`src/rtl/vm_pkg.sv`:
```
// Shared vending-machine definitions: money codes, coin values and payout FSM states.
package vm_pkg;

    localparam int unsigned NUM_DENOM = 7;
    localparam int unsigned VAL_W     = 8;

    localparam logic [2:0] MONEY_025  = 3'b000;
    localparam logic [2:0] MONEY_050  = 3'b001;
    localparam logic [2:0] MONEY_1    = 3'b010;
    localparam logic [2:0] MONEY_5    = 3'b011;
    localparam logic [2:0] MONEY_10   = 3'b100;
    localparam logic [2:0] MONEY_20   = 3'b101;
    localparam logic [2:0] MONEY_50   = 3'b110;
    localparam logic [2:0] MONEY_NONE = 3'b111;

    typedef enum logic [1:0] {
        ST_IDLE,
        ST_PICK,
        ST_ISSUE,
        ST_FINISH
    } disp_state_e;

    // Value of a money code in quarter-units; NONE is worth nothing.
    function automatic logic [VAL_W-1:0] money_value(input logic [2:0] code);
        case (code)
            MONEY_025: money_value = 8'd1;
            MONEY_050: money_value = 8'd2;
            MONEY_1:   money_value = 8'd4;
            MONEY_5:   money_value = 8'd20;
            MONEY_10:  money_value = 8'd40;
            MONEY_20:  money_value = 8'd80;
            MONEY_50:  money_value = 8'd200;
            default:   money_value = 8'd0;
        endcase
    endfunction

endpackage

```
`src/rtl/change_dispenser_if.sv`:
```
// Request/result, coin-ejector handshake and refill signals of the change dispenser.
interface change_dispenser_if #(
    parameter int unsigned BAL_W = 12
) ();
    logic             req;
    logic [BAL_W-1:0] amt;
    logic             coin_vld;
    logic [2:0]       coin;
    logic             coin_ack;
    logic             refill;
    logic [2:0]       refill_code;
    logic             busy;
    logic             done;
    logic             short;
    logic [BAL_W-1:0] left;

    modport master (
        output req, amt, coin_ack, refill, refill_code,
        input  coin_vld, coin, busy, done, short, left
    );

    modport slave (
        input  req, amt, coin_ack, refill, refill_code,
        output coin_vld, coin, busy, done, short, left
    );
endinterface

```
`src/rtl/change_dispenser_coin_inventory.sv`:
```
// Per-denomination saturating coin counters with one refill and one payout port.
module coin_inventory
    import vm_pkg::*;
#(
    parameter int unsigned CNT_W    = 8,
    parameter int unsigned INIT_CNT = 0
) (
    input  logic                 clk,
    input  logic                 res_n,
    input  logic                 refill_i,
    input  logic [2:0]           refill_code_i,
    input  logic                 dec_i,
    input  logic [2:0]           dec_idx_i,
    output logic [NUM_DENOM-1:0] nonzero_o
);

    localparam logic [CNT_W-1:0] CNT_MAX  = '1;
    localparam logic [CNT_W-1:0] CNT_INIT = CNT_W'(INIT_CNT);

    logic [CNT_W-1:0]     cnt_q [NUM_DENOM];
    logic [NUM_DENOM-1:0] inc;
    logic [NUM_DENOM-1:0] dec;

    // Per-counter increment/decrement strobes; code NONE selects no counter.
    always_comb begin
        inc       = '0;
        dec       = '0;
        nonzero_o = '0;
        for (int i = 0; i < NUM_DENOM; i++) begin
            inc[i]       = refill_i && (refill_code_i == 3'(i));
            dec[i]       = dec_i && (dec_idx_i == 3'(i));
            nonzero_o[i] = (cnt_q[i] != '0);
        end
    end

    // Counter update: simultaneous refill and payout on one counter cancel out.
    always_ff @(posedge clk or negedge res_n) begin
        if (!res_n) begin
            for (int i = 0; i < NUM_DENOM; i++) begin
                cnt_q[i] <= CNT_INIT;
            end
        end else begin
            for (int i = 0; i < NUM_DENOM; i++) begin
                if (inc[i] && !dec[i] && (cnt_q[i] != CNT_MAX)) begin
                    cnt_q[i] <= cnt_q[i] + CNT_W'(1);
                end else if (dec[i] && !inc[i]) begin
                    cnt_q[i] <= cnt_q[i] - CNT_W'(1);
                end
            end
        end
    end

endmodule

```
`src/rtl/change_dispenser.sv`:
```
// Greedy largest-coin-first payout engine driving the coin ejector handshake.
module change_dispenser
    import vm_pkg::*;
#(
    parameter int unsigned BAL_W    = 12,
    parameter int unsigned CNT_W    = 8,
    parameter int unsigned INIT_CNT = 0
) (
    input  logic              clk,
    input  logic              res_n,
    change_dispenser_if.slave bus
);

    disp_state_e          state_q;
    logic [2:0]           d_q;
    logic [BAL_W-1:0]     rem_q;
    logic [BAL_W-1:0]     left_q;
    logic                 short_q;
    logic [NUM_DENOM-1:0] nonzero;
    logic [BAL_W-1:0]     val_d;
    logic                 can_pay;
    logic                 pay_dec;

    assign val_d   = BAL_W'(money_value(d_q));
    assign can_pay = (val_d <= rem_q) && nonzero[d_q];
    assign pay_dec = (state_q == ST_ISSUE) && bus.coin_ack;

    coin_inventory #(
        .CNT_W    (CNT_W),
        .INIT_CNT (INIT_CNT)
    ) u_inv (
        .clk           (clk),
        .res_n         (res_n),
        .refill_i      (bus.refill),
        .refill_code_i (bus.refill_code),
        .dec_i         (pay_dec),
        .dec_idx_i     (d_q),
        .nonzero_o     (nonzero)
    );

    // Payout FSM; left/short are loaded on entry to FINISH so they appear with done.
    always_ff @(posedge clk or negedge res_n) begin
        if (!res_n) begin
            state_q <= ST_IDLE;
            d_q     <= '0;
            rem_q   <= '0;
            left_q  <= '0;
            short_q <= 1'b0;
        end else begin
            case (state_q)
                ST_IDLE: begin
                    if (bus.req) begin
                        rem_q   <= bus.amt;
                        d_q     <= 3'(NUM_DENOM - 1);
                        short_q <= 1'b0;
                        state_q <= ST_PICK;
                    end
                end
                ST_PICK: begin
                    if ((rem_q == '0) || (!can_pay && (d_q == '0))) begin
                        left_q  <= rem_q;
                        short_q <= (rem_q != '0);
                        state_q <= ST_FINISH;
                    end else if (can_pay) begin
                        state_q <= ST_ISSUE;
                    end else begin
                        d_q <= d_q - 3'd1;
                    end
                end
                ST_ISSUE: begin
                    if (bus.coin_ack) begin
                        rem_q   <= rem_q - val_d;
                        state_q <= ST_PICK;
                    end
                end
                ST_FINISH: begin
                    state_q <= ST_IDLE;
                end
                default: begin
                    state_q <= ST_IDLE;
                end
            endcase
        end
    end

    assign bus.coin_vld = (state_q == ST_ISSUE);
    assign bus.coin     = (state_q == ST_ISSUE) ? d_q : MONEY_NONE;
    assign bus.busy     = (state_q != ST_IDLE);
    assign bus.done     = (state_q == ST_FINISH);
    assign bus.short    = short_q;
    assign bus.left     = left_q;

endmodule
```
`src/flat_wrapper.sv`:
```
// flat-port wrapper written by rule: the top's interface ports become plain ports
module change_dispenser_flat import vm_pkg::*;
#(
    parameter int unsigned BAL_W    = 12,
    parameter int unsigned CNT_W    = 8,
    parameter int unsigned INIT_CNT = 0
)
  (clk, res_n, bus_req, bus_amt, bus_coin_ack, bus_refill, bus_refill_code, bus_coin_vld, bus_coin, bus_busy, bus_done, bus_short, bus_left);
  change_dispenser_if #(.BAL_W(BAL_W)) bus_i ();
  input  logic clk;
  input  logic res_n;
  input wire logic [$bits(bus_i.req)-1:0] bus_req;
  input wire logic [$bits(bus_i.amt)-1:0] bus_amt;
  input wire logic [$bits(bus_i.coin_ack)-1:0] bus_coin_ack;
  input wire logic [$bits(bus_i.refill)-1:0] bus_refill;
  input wire logic [$bits(bus_i.refill_code)-1:0] bus_refill_code;
  output wire logic [$bits(bus_i.coin_vld)-1:0] bus_coin_vld;
  output wire logic [$bits(bus_i.coin)-1:0] bus_coin;
  output wire logic [$bits(bus_i.busy)-1:0] bus_busy;
  output wire logic [$bits(bus_i.done)-1:0] bus_done;
  output wire logic [$bits(bus_i.short)-1:0] bus_short;
  output wire logic [$bits(bus_i.left)-1:0] bus_left;
  assign bus_i.req = bus_req;
  assign bus_i.amt = bus_amt;
  assign bus_i.coin_ack = bus_coin_ack;
  assign bus_i.refill = bus_refill;
  assign bus_i.refill_code = bus_refill_code;
  assign bus_coin_vld = bus_i.coin_vld;
  assign bus_coin = bus_i.coin;
  assign bus_busy = bus_i.busy;
  assign bus_done = bus_i.done;
  assign bus_short = bus_i.short;
  assign bus_left = bus_i.left;
  change_dispenser #(.BAL_W(BAL_W), .CNT_W(CNT_W), .INIT_CNT(INIT_CNT)) u_core (.clk(clk), .res_n(res_n), .bus(bus_i));
endmodule
```
`config.mk`:
```
export PLATFORM = sky130hd
export DESIGN_NAME = change_dispenser_flat
export DESIGN_NICKNAME = d
export VERILOG_FILES = /design/src/rtl/vm_pkg.sv /design/src/rtl/change_dispenser_if.sv /design/src/rtl/change_dispenser_coin_inventory.sv /design/src/rtl/change_dispenser.sv /design/src/flat_wrapper.sv
export SDC_FILE = /design/constraint.sdc
export NUM_CORES = 1
export LEC_CHECK = 0
export BUFFER_PORTS_ARGS = -buffer_cell sky130_fd_sc_hd__buf_2
export CORE_MARGIN = 2
export CORE_UTILIZATION = 25
export CTS_CLUSTER_SIZE = 28
export DETAILED_ROUTE_END_ITERATION = 12
export HOLD_SLACK_MARGIN = 0.1
export PLACE_DENSITY = 0.44
export SLEW_MARGIN = 0
export SYNTH_ARGS = -nofsm -noshare
export SYNTH_HDL_FRONTEND = slang
export SYNTH_SLANG_ARGS = --single-unit
export TNS_END_PERCENT = 5
```
`constraint.sdc`:
```
create_clock -name clk -period 3.5 [get_ports clk]
set_input_delay 0.175 -clock clk [delete_from_list [all_inputs] [get_ports clk]]
set_output_delay 0.175 -clock clk [all_outputs]
set_load 0.01 [all_outputs]
```
==> results of run 1 <==
## worst paths after layout
kind | start | end | slack (ps) | cells after the start
setup / recovery | u_core.state_q[0] | u_core.u_inv.cnt_q[39] | 320 | 14
max in group asynchronous | res_n | u_core.u_inv.cnt_q[16] | 2340 | 3
setup reg to reg | u_core.state_q[0] | u_core.u_inv.cnt_q[39] | 320 | 14
hold / removal | bus_coin_ack | u_core.state_q[1] | 120 | 2
min in group asynchronous | res_n | u_core.bus.left[3] | 400 | 2
hold reg to reg | u_core.u_inv.cnt_q[23] | u_core.u_inv.cnt_q[23] | 490 | 1
## report_power, final
part	switching (mW)	internal, mW
logic	1.77	1.59
clock network	0.446	0.490
registers	0.542	1.43
## flip-flops by register name, summed over array words and instances, names as in the netlist
signal / cells
u_core.bus.left: 12
u_core.bus.short: 1
u_core.state_q: 2
u_core.u_inv.cnt_q: 56
u_core.rem_q: 12
u_core.d_q: 3
## area by class of cell
cell class | instances | area [sq um]
multi-input cells | 515 | 3687
repair buffers | 54 | 320.3
well taps | 319 | 399.1
inverters | 24 | 97.59
clock inverters | 7 | 57.56
flip-flops and latches | 86 | 2152
fillers | 2545 | 16600
clock buffers | 9 | 225.2
## per-stage QoR
stage | hold slack (ps) | area [sq um] | instances | worst slack (ps) | utilization, %
3_5_place_dp | 273.0 | 6609 | 995 | 176.7 | 28.07
3_3_place_gp | 264.2 | 6609 | 995 | 233.4 | 28.07
5_1_grt | 118.3 | 6939 | 1014 | 21.64 | 29.47
2_1_floorplan | -120.6 | 6021 | 642 | 159.5 | -
4_1_cts | 105.1 | 6922 | 1014 | 163.8 | 29.40
6_report | 119.5 | 6939 | 1014 | 318.6 | 29.47
## cell usage in the layout (no fill, tap or decap), types with 11 or more instances in the layout
cell type / n
a21oi_1: 57
mux2_1: 22
dfrtp_1: 86
nor2b_1: 14
nand2_1: 42
o21a_1: 12
ha_1: 55
o21ai_0: 11
inv_1: 23
xor2_1: 26
nor3_1: 13
a21o_1: 18
o21ai_1: 17
nor2_1: 68
buf_4: 14
buf_2: 37
nor4_1: 15
nand3_1: 25
nand4_1: 17
xnor2_1: 26
## worst max-delay path, cell delays in order, from the launching register on
cell,delay [ps]
dfrtp_1,380
nand2b_1,230
inv_8,90
nand2_2,120
nor2_2,200
nand2_1,150
o2111ai_1,150
buf_4,230
ha_1,270
a21oi_1,220
nor2b_1,70
o21a_1,180
o41ai_1,390
mux2i_1,270
xor2_1,160
## timing repair
item / in CTS / in global routing
resized for setup: 0 / 4
hold endpoints to repair: 49 / 0
setup endpoints to repair: 0 / 16
hold buffers: 3 / 0
## metal layers
metal | track usage [%] | up-vias
li1 | - | 2425
met1 | 16.60 | 2238
met2 | 18.66 | 54
met3 | 3.126 | 8
met4 | 2.355 | 0
met5 | 0 | -
## logic make-up after synthesis
| logic type | after synthesis | synth area share [%] |
|---|---|---|
| AOI/OAI and AO/OA | 158 | 16.73 |
| xor gates and xnor gates | 52 | 7.564 |
| adders and majority gates | 63 | 14.09 |
| buffers and inverters | 41 | 3.304 |
| DFF | 86 | 35.74 |
| muxes | 30 | 5.445 |
| and+or+nand+nor | 212 | 17.12 |
==> results.toml, run 1 <==
[clocking]
cts_buffers = 9
cts_tree = "built"
cts.clk_slew.worst_paths_ps = 70
clk_path_buf_depth = 2
cts-htree-levels = 3
clkLatencyLatePin_ps = 350
post_cts_buffers = 0
root_buffer = "clkbuf_16"
cts.sinks = 86

[drt]
dr.pass1.iters = 4
drc = 0
wire_per_inst_um = 14.29
dr_wl_met2_mm = 6.460
wl_met3_um = 497
routed_wl_mm = 14.49
top_layer = "met4"
wl_met1_mm = 7.407
num_vias = 4725
drt_iter0_drc = 199
final_antenna_net_count = 0
post_drt_via_cell_ratio = 4.660

[pwr]
power_density_mw_per_mm2 = 902.1
p_leak_nw = 3.029
peakVddDrop_mv = 0.2874
power_mw = 6.260

[synth]
synth.distinct_cells = 59
synth_largest_area_cell = "dfrtp_1"
synth_nets = 725
synthTopCellsByCount = "dfrtp_1 (86), nor2_1 (68), a21oi_1 (57), ha_1 (55), nand2_1 (42)"
synth-main-ff-cell = "dfrtp_1"
synth_area_leaders = "dfrtp_1 (36%), ha_1 (11%), a21oi_1 (4.7%)"
ys_ff_latch = 86
synth.top_cell.area_share_pct = 35.74
synth.most_common_cell = "dfrtp_1"
syn_inst = 642
syn_area_sq_mm = 0.006021
synth_enable_flop_cells = 0
seq_area_frac_synth_pct = 35.74
syn_area_per_cell_sq_um = 9.378
synthArstFlopShare_pct = 100.0
yosysWarnings = 0

[sta]
fin_skew_ps = 12.77
fin_tns_setup_ps = 0
finalCritPeriodShare_pct = 90.90
hold_viol = 0
setup_viol = 0
fin_crit_ps = 3181
drv_slew = 0
fmax_mhz = 314.3
rsz0062_at_grt = "false"
tightest_slew_ps = 944.9
relSlewSlack_pct = 36.77

[layout]
drive_above_1_share_pct = 11.22
area_growth_pct = 15.25
diodes = 0
nets = 773

[critical_path]
critPathMaxFanout = 8
worst_setup_path_start_kind = "flop"
criticalPathCategory = "reg -> reg"
endpoint_kind = "flop"
crit_arrival_ps = 3460
cp.required_ps = 3770

[global_route]
grt_overflow = 0
grt_pass1_wl_mm = 24.51
grt_max_degree = 50
grt_antenna_before_repair = 0
grt_pass1_vias = 4697
gr-usage-all-layers_pct = 11.91

[place]
gp_congestion = 0.8089
io_buffer_count = 38
hpwl_mm = 10.99

[floorplanning]
ios = 39
row_count = 56
die_y_um = 159.2
floorplan.initialDensity_pct = 25.57
core_sq_mm = 0.02354
chipWidth_um = 159.2
dieArea_sq_mm = 0.02534

[min_path]
hold_class = "in -> reg"

[status]
status = "complete, no violations"

[job]
maxCapViolCount = 0
Note: power is estimated with default switching activity, not from simulation.
==> inputs of run 2 (changes only) <==
- GPL_TIMING_DRIVEN: not set -> 0
==> run 2 against run 1 <==
Clock skew grew 1.8 ps. Sequential power about the same. First-iteration DRC count up 14%. Register-to-register slack got worse by 30 ps. Global-route usage is 0.24 points higher. Combinational power grew 2%. Clock power up 3.8%. Worst hold slack better by 2.4 ps. Utilization up 0.64 points. Count of clock-buffer cells in the layout up 1.
==> results.toml, run 2 (synthesis gave the netlist of run 1 again) <==
[drt]
dr.pass1.iters = 4
num_vias = 4762
post_drt_via_cell_ratio = 4.659
wire_per_inst_um = 14.34
drc = 0
final_antenna_net_count = 0
routed_wl_mm = 14.65
drt_iter0_drc = 226

[pwr]
power_mw = 6.381
p_leak_nw = 3.090
peakVddDrop_mv = 0.3236
power_density_mw_per_mm2 = 900.0

[floorplanning]
ios = 39
chipWidth_um = 159.2
floorplan.initialDensity_pct = 25.57
core_sq_mm = 0.02354
row_count = 56
dieArea_sq_mm = 0.02534
die_y_um = 159.2

[global_route]
grt_antenna_before_repair = 0
grt_pass1_wl_mm = 25.05
grt_use_met2_pct = 18.77
grt_max_degree = 51
met3_usage_pct = 2.657
gr-usage-all-layers_pct = 12.15
grt_overflow = 0
top_usage_layer = "met2"
grt_pass1_vias = 4762
met1_usage_pct = 17.30

[sta]
drv_slew = 0
tightest_slew_ps = 655.4
fin_crit_ps = 3210
fin_skew_ps = 14.60
fmax_mhz = 311.6
hold_slack_ps = 122.0
hold_viol = 0
setup_viol = 0
relSlewSlack_pct = 56.22
rsz0062_at_grt = "false"
finalCritPeriodShare_pct = 91.71

[critical_path]
crit_arrival_ps = 3480
r2r-start = "u_core.state_q[1]"
r2r_setup_slack_ps = 290
worstReg2RegEnd = "u_core.u_inv.cnt_q[47]"
worst_setup_path_start_kind = "flop"
criticalPathCategory = "reg -> reg"
critPathMaxFanout = 9
cp.required_ps = 3770
endpoint_kind = "flop"
rr_worst_depth = 15

[status]
status = "complete, no violations"

[place]
gp_congestion = 0.7586
hpwl_mm = 10.98
placed_cell_area_sq_mm = 0.006640
placed_cells = 1000
io_buffer_count = 38

[clocking]
cts_tree = "built"
cts-htree-levels = 3
cts_buffers = 9
cts.sinks = 86
clkLatencyLatePin_ps = 350
cts.clk_slew.worst_paths_ps = 70
clk_path_buf_depth = 2
root_buffer = "clkbuf_16"

[layout]
fillCellCount = 2549
final_common_cell = "dfrtp_1"
nets = 782
layout_common_cells = "dfrtp_1 (84), nor2_1 (68), a21oi_1 (56), ha_1 (55), buf_2 (44)"
stdcell_area_sq_mm = 0.007091
fin_cells = 1022
area_growth_pct = 17.77
drive_above_1_share_pct = 13.23
diodes = 0
largest-register = "u_core.u_inv.cnt_q"
post-route-util_pct = 30.12
largest_reg_flops = 56

[min_path]
hold_end = "u_core.rem_q[0]"
hold_depth = 3
hold_path_startpoint = "bus_amt[0]"
hold_class = "in -> reg"

[job]
maxCapViolCount = 0
run 2: changes by cell type in the layout (fill, tap and decap cells not counted), sizes merged:
cell / change
inv: -2
dlygate4sd3: +1
bufinv: +1
clkbuf: +7
clkinv: +1
clkinvlp: -2
buf: +2
run 2: per-stage QoR:
step,setup slack (ps),setup TNS [ps]
2_1_floorplan,159.5,0
3_3_place_gp,-609.4,-6164
3_5_place_dp,-581.7,-5390
4_1_cts,26.16,0
5_1_grt,5.919,0
6_report,290.3,0
run 2: cell type report:
class | instances | area, sq um | area share [%]
multi-input combinational | 515 | 3765 | 53.10
sequential | 86 | 2155 | 30.39
tap | 319 | 399.1 | 5.629
timing repair buffer | 46 | 282.8 | 3.988
clock buffer | 10 | 239.0 | 3.370
buffer | 17 | 102.6 | 1.447
inverter | 24 | 97.59 | 1.376
clock inverter | 5 | 50.05 | 0.7058
run 2: timing repair:
action	CTS	global route
resized for setup	9	11
pin swaps	0	1
endpoints found under the setup margin	29	21
hold buffers	4	0
buffers inserted	0	3
endpoints found under the hold margin	39	0
run 2: per-layer routing:
layer	up-vias	wire, um
met1	2251	7669
li1	2450	-
met5	-	0
met4	0	123
met2	54	6513
met3	7	345
run 2: power by group:
group | total (mW) | internal, mW | switching, mW
clock network | 0.973 | 0.564 | 0.409
logic | 3.44 | 1.64 | 1.80
registers | 1.97 | 1.43 | 0.536
run 2: worst max-delay path by stage:
stage / from / endpoint / cells after the start
2_1_floorplan: u_core.d_q[0] / u_core.u_inv.cnt_q[55] / 14
3_3_place_gp: u_core.d_q[0] / u_core.u_inv.cnt_q[55] / 14
3_5_place_dp: u_core.d_q[0] / u_core.u_inv.cnt_q[55] / 14
4_1_cts: u_core.d_q[0] / u_core.u_inv.cnt_q[7] / 13
5_1_grt: u_core.state_q[1] / u_core.u_inv.cnt_q[31] / 14
6_report: u_core.state_q[1] / u_core.u_inv.cnt_q[47] / 15
run 2: critical path, stage by stage, from the launching register on:
cell       delay, ps
dfrtp_2          480
nand2b_1         110
buf_6            150
inv_8             50
nand2_2          150
nor2_2            80
nand2_1          200
o2111ai_4        240
ha_1             360
a21o_1           170
a21oi_1          210
nor2b_1           70
o21a_1           190
o41ai_2          270
mux2i_1          250
xor2_1           150
==> inputs of run 3 (changes only) <==
- RECOVER_POWER: not set -> 50
==> run 3 against run 2 <==
The flow now finishes with violations (capacitance limit, slew limit). Wire length grew 0.18%. Non-clock buffer count is the same. Sequential share of layout area grew 0.17 points. Register-to-register slack is essentially flat. Design area shrank 0.56%. Fmax is essentially flat. Clock skew is essentially flat. Critical path depth is the same. Die area is the same. Via count is the same. Largest power group unchanged. Highest routed layer unchanged.
==> results.toml, run 3 (synthesis gave the netlist of run 1 again) <==
[drt]
num_vias = 4762
final_antenna_net_count = 0
wire_per_inst_um = 14.36
drc = 0
dr.pass1.iters = 4
routed_wl_mm = 14.68
drt_iter0_drc = 226
post_drt_via_cell_ratio = 4.659

[layout]
final_common_cell = "dfrtp_1"
layout_common_cells = "dfrtp_1 (84), nor2_1 (68), a21oi_1 (56), ha_1 (55), nand2_1 (42)"
drive_above_1_share_pct = 11.24
diodes = 0
multi_input_area_sq_mm = 0.003765
seqCellArea_sq_mm = 0.002155
largest-register = "u_core.u_inv.cnt_q"
area_growth_pct = 17.10
fillCellCount = 2564
nets = 782
stdcell_area_sq_mm = 0.007051
largest_reg_flops = 56

[pwr]
power_density_mw_per_mm2 = 904.3
p_switching_mw = 2.747
p_leak_nw = 3.021
clock_power_share_pct = 15.3
peakVddDrop_mv = 0.3236
swShare_pct = 43.08
p_comb_share_pct = 53.9
p_int_mw = 3.629
pwr-share-seq_pct = 30.8

[floorplanning]
ios = 39
chipWidth_um = 159.2
dieArea_sq_mm = 0.02534
die_y_um = 159.2
floorplan.initialDensity_pct = 25.57
row_count = 56
core_sq_mm = 0.02354

[sta]
rsz0062_at_grt = "false"
fin_skew_ps = 14.56
fmax_mhz = 311.5
finalCritPeriodShare_pct = 91.72
setup_viol = 0
fin_ws_ps = 289.7
drv_slew = 38
relSlewSlack_pct = -42.79
fin_crit_ps = 3210
hold_viol = 0
tightest_slew_ps = 2142

[clocking]
cts_tree = "built"
clk_path_buf_depth = 2
root_buffer = "clkbuf_16"
cts.sinks = 86
cts_buffers = 9
cts-htree-levels = 3
clkLatencyLatePin_ps = 350
cts.clk_slew.worst_paths_ps = 70

[place]
io_buffer_count = 38
place_ws_ps = -581.7
hpwl_mm = 10.98
gp_congestion = 0.7586
placed_cell_area_sq_mm = 0.006640

[critical_path]
endpoint_kind = "flop"
r2r-start = "u_core.state_q[1]"
critPathMaxFanout = 9
rr_worst_depth = 15
r2r_setup_slack_ps = 290
crit_arrival_ps = 3480
worstReg2RegEnd = "u_core.u_inv.cnt_q[47]"
worst_setup_path_start_kind = "flop"
criticalPathCategory = "reg -> reg"
cp.required_ps = 3770

[global_route]
grt_max_degree = 51
grt_antenna_before_repair = 0
gr-usage-all-layers_pct = 12.15
grt_pass1_wl_mm = 25.05
grt_overflow = 0
grt_pass1_vias = 4762

[min_path]
hold_class = "in -> reg"
hold_path_startpoint = "bus_amt[5]"
hold_end = "u_core.rem_q[5]"
hold_depth = 3

[status]
status = "finished, violations left"
violations = "capacitance limit, slew limit"

[job]
maxCapViolCount = 1
run 3: worst max-delay path by stage:
stage,start,endpoint,slack [ps],cells past startpoint
floorplan,u_core.d_q[0],u_core.u_inv.cnt_q[55],160,14
global placement,u_core.d_q[0],u_core.u_inv.cnt_q[55],-610,14
detailed placement,u_core.d_q[0],u_core.u_inv.cnt_q[55],-580,14
CTS,u_core.d_q[0],u_core.u_inv.cnt_q[7],30,13
global route,u_core.state_q[1],u_core.u_inv.cnt_q[31],6,14
finish,u_core.state_q[1],u_core.u_inv.cnt_q[47],290,15
run 3: timing repair:
item,CTS,global route
buffers inserted,0,3
pin swaps,0,1
gates resized for setup,9,11
gates cloned,0,0
hold buffers,4,0
endpoints found under the hold margin,39,0
setup endpoints to repair,29,21
run 3: layout make-up:
class	instances	share of cell area [%]
multi-input cells	515	53.40
plain buffers	17	1.455
clock inverters	5	0.7098
well taps	319	5.661
clock buffers	10	3.390
inverters	24	1.384
flip-flops and latches	86	30.56
repair buffers	46	3.443
run 3: power groups by stage:
| stage | clock [mW] | combinational [mW] | sequential, mW |
|---|---|---|---|
| 5_1_grt | 1.06 | 3.93 | 2.06 |
| 3_3_place_gp | 0 | 3.35 | 1.99 |
| 4_1_cts | 1.02 | 3.41 | 1.98 |
| 3_5_place_dp | 0 | 3.37 | 1.99 |
| 6_report | 0.973 | 3.44 | 1.97 |
| 2_1_floorplan | 0 | 2.75 | 1.83 |
run 3: critical path, stage by stage, from the launching register on:
cell and delay, ps:
dfrtp_2 480, nand2b_1 110, buf_6 150, inv_8 50
nand2_2 150, nor2_2 80, nand2_1 200, o2111ai_4 240
ha_1 360, a21o_1 170, a21oi_1 210, nor2b_1 70
o21a_1 190, o41ai_2 270, mux2i_1 250, xor2_1 150
run 3: metal layers:
layer  part of all wire, %  wire (um)  track usage [%]  vias to the layer above
met3                   2.5        365            2.657                        7
met4                  0.84        123            2.851                        0
met1                    52       7685            17.30                     2249
met2                    44       6504            18.77                       54
met5                     0          0                0                        -
li1                      -          -                -                     2452
run 3: through the flow:
step | cells | hold slack [ps] | TNS [ps] | power (mW) | util [%]
floorplan | 642 | -120.6 | 0 | 4.583 | -
global placement | 999 | 438.5 | -6164 | 5.349 | 28.08
detailed placement | 1000 | 204.2 | -5390 | 5.358 | 28.20
CTS | 1019 | 101.2 | 0 | 6.404 | 29.80
global route | 1022 | 105.1 | 0 | 7.061 | 29.95
finish | 1022 | 122.1 | 0 | 6.376 | 29.95
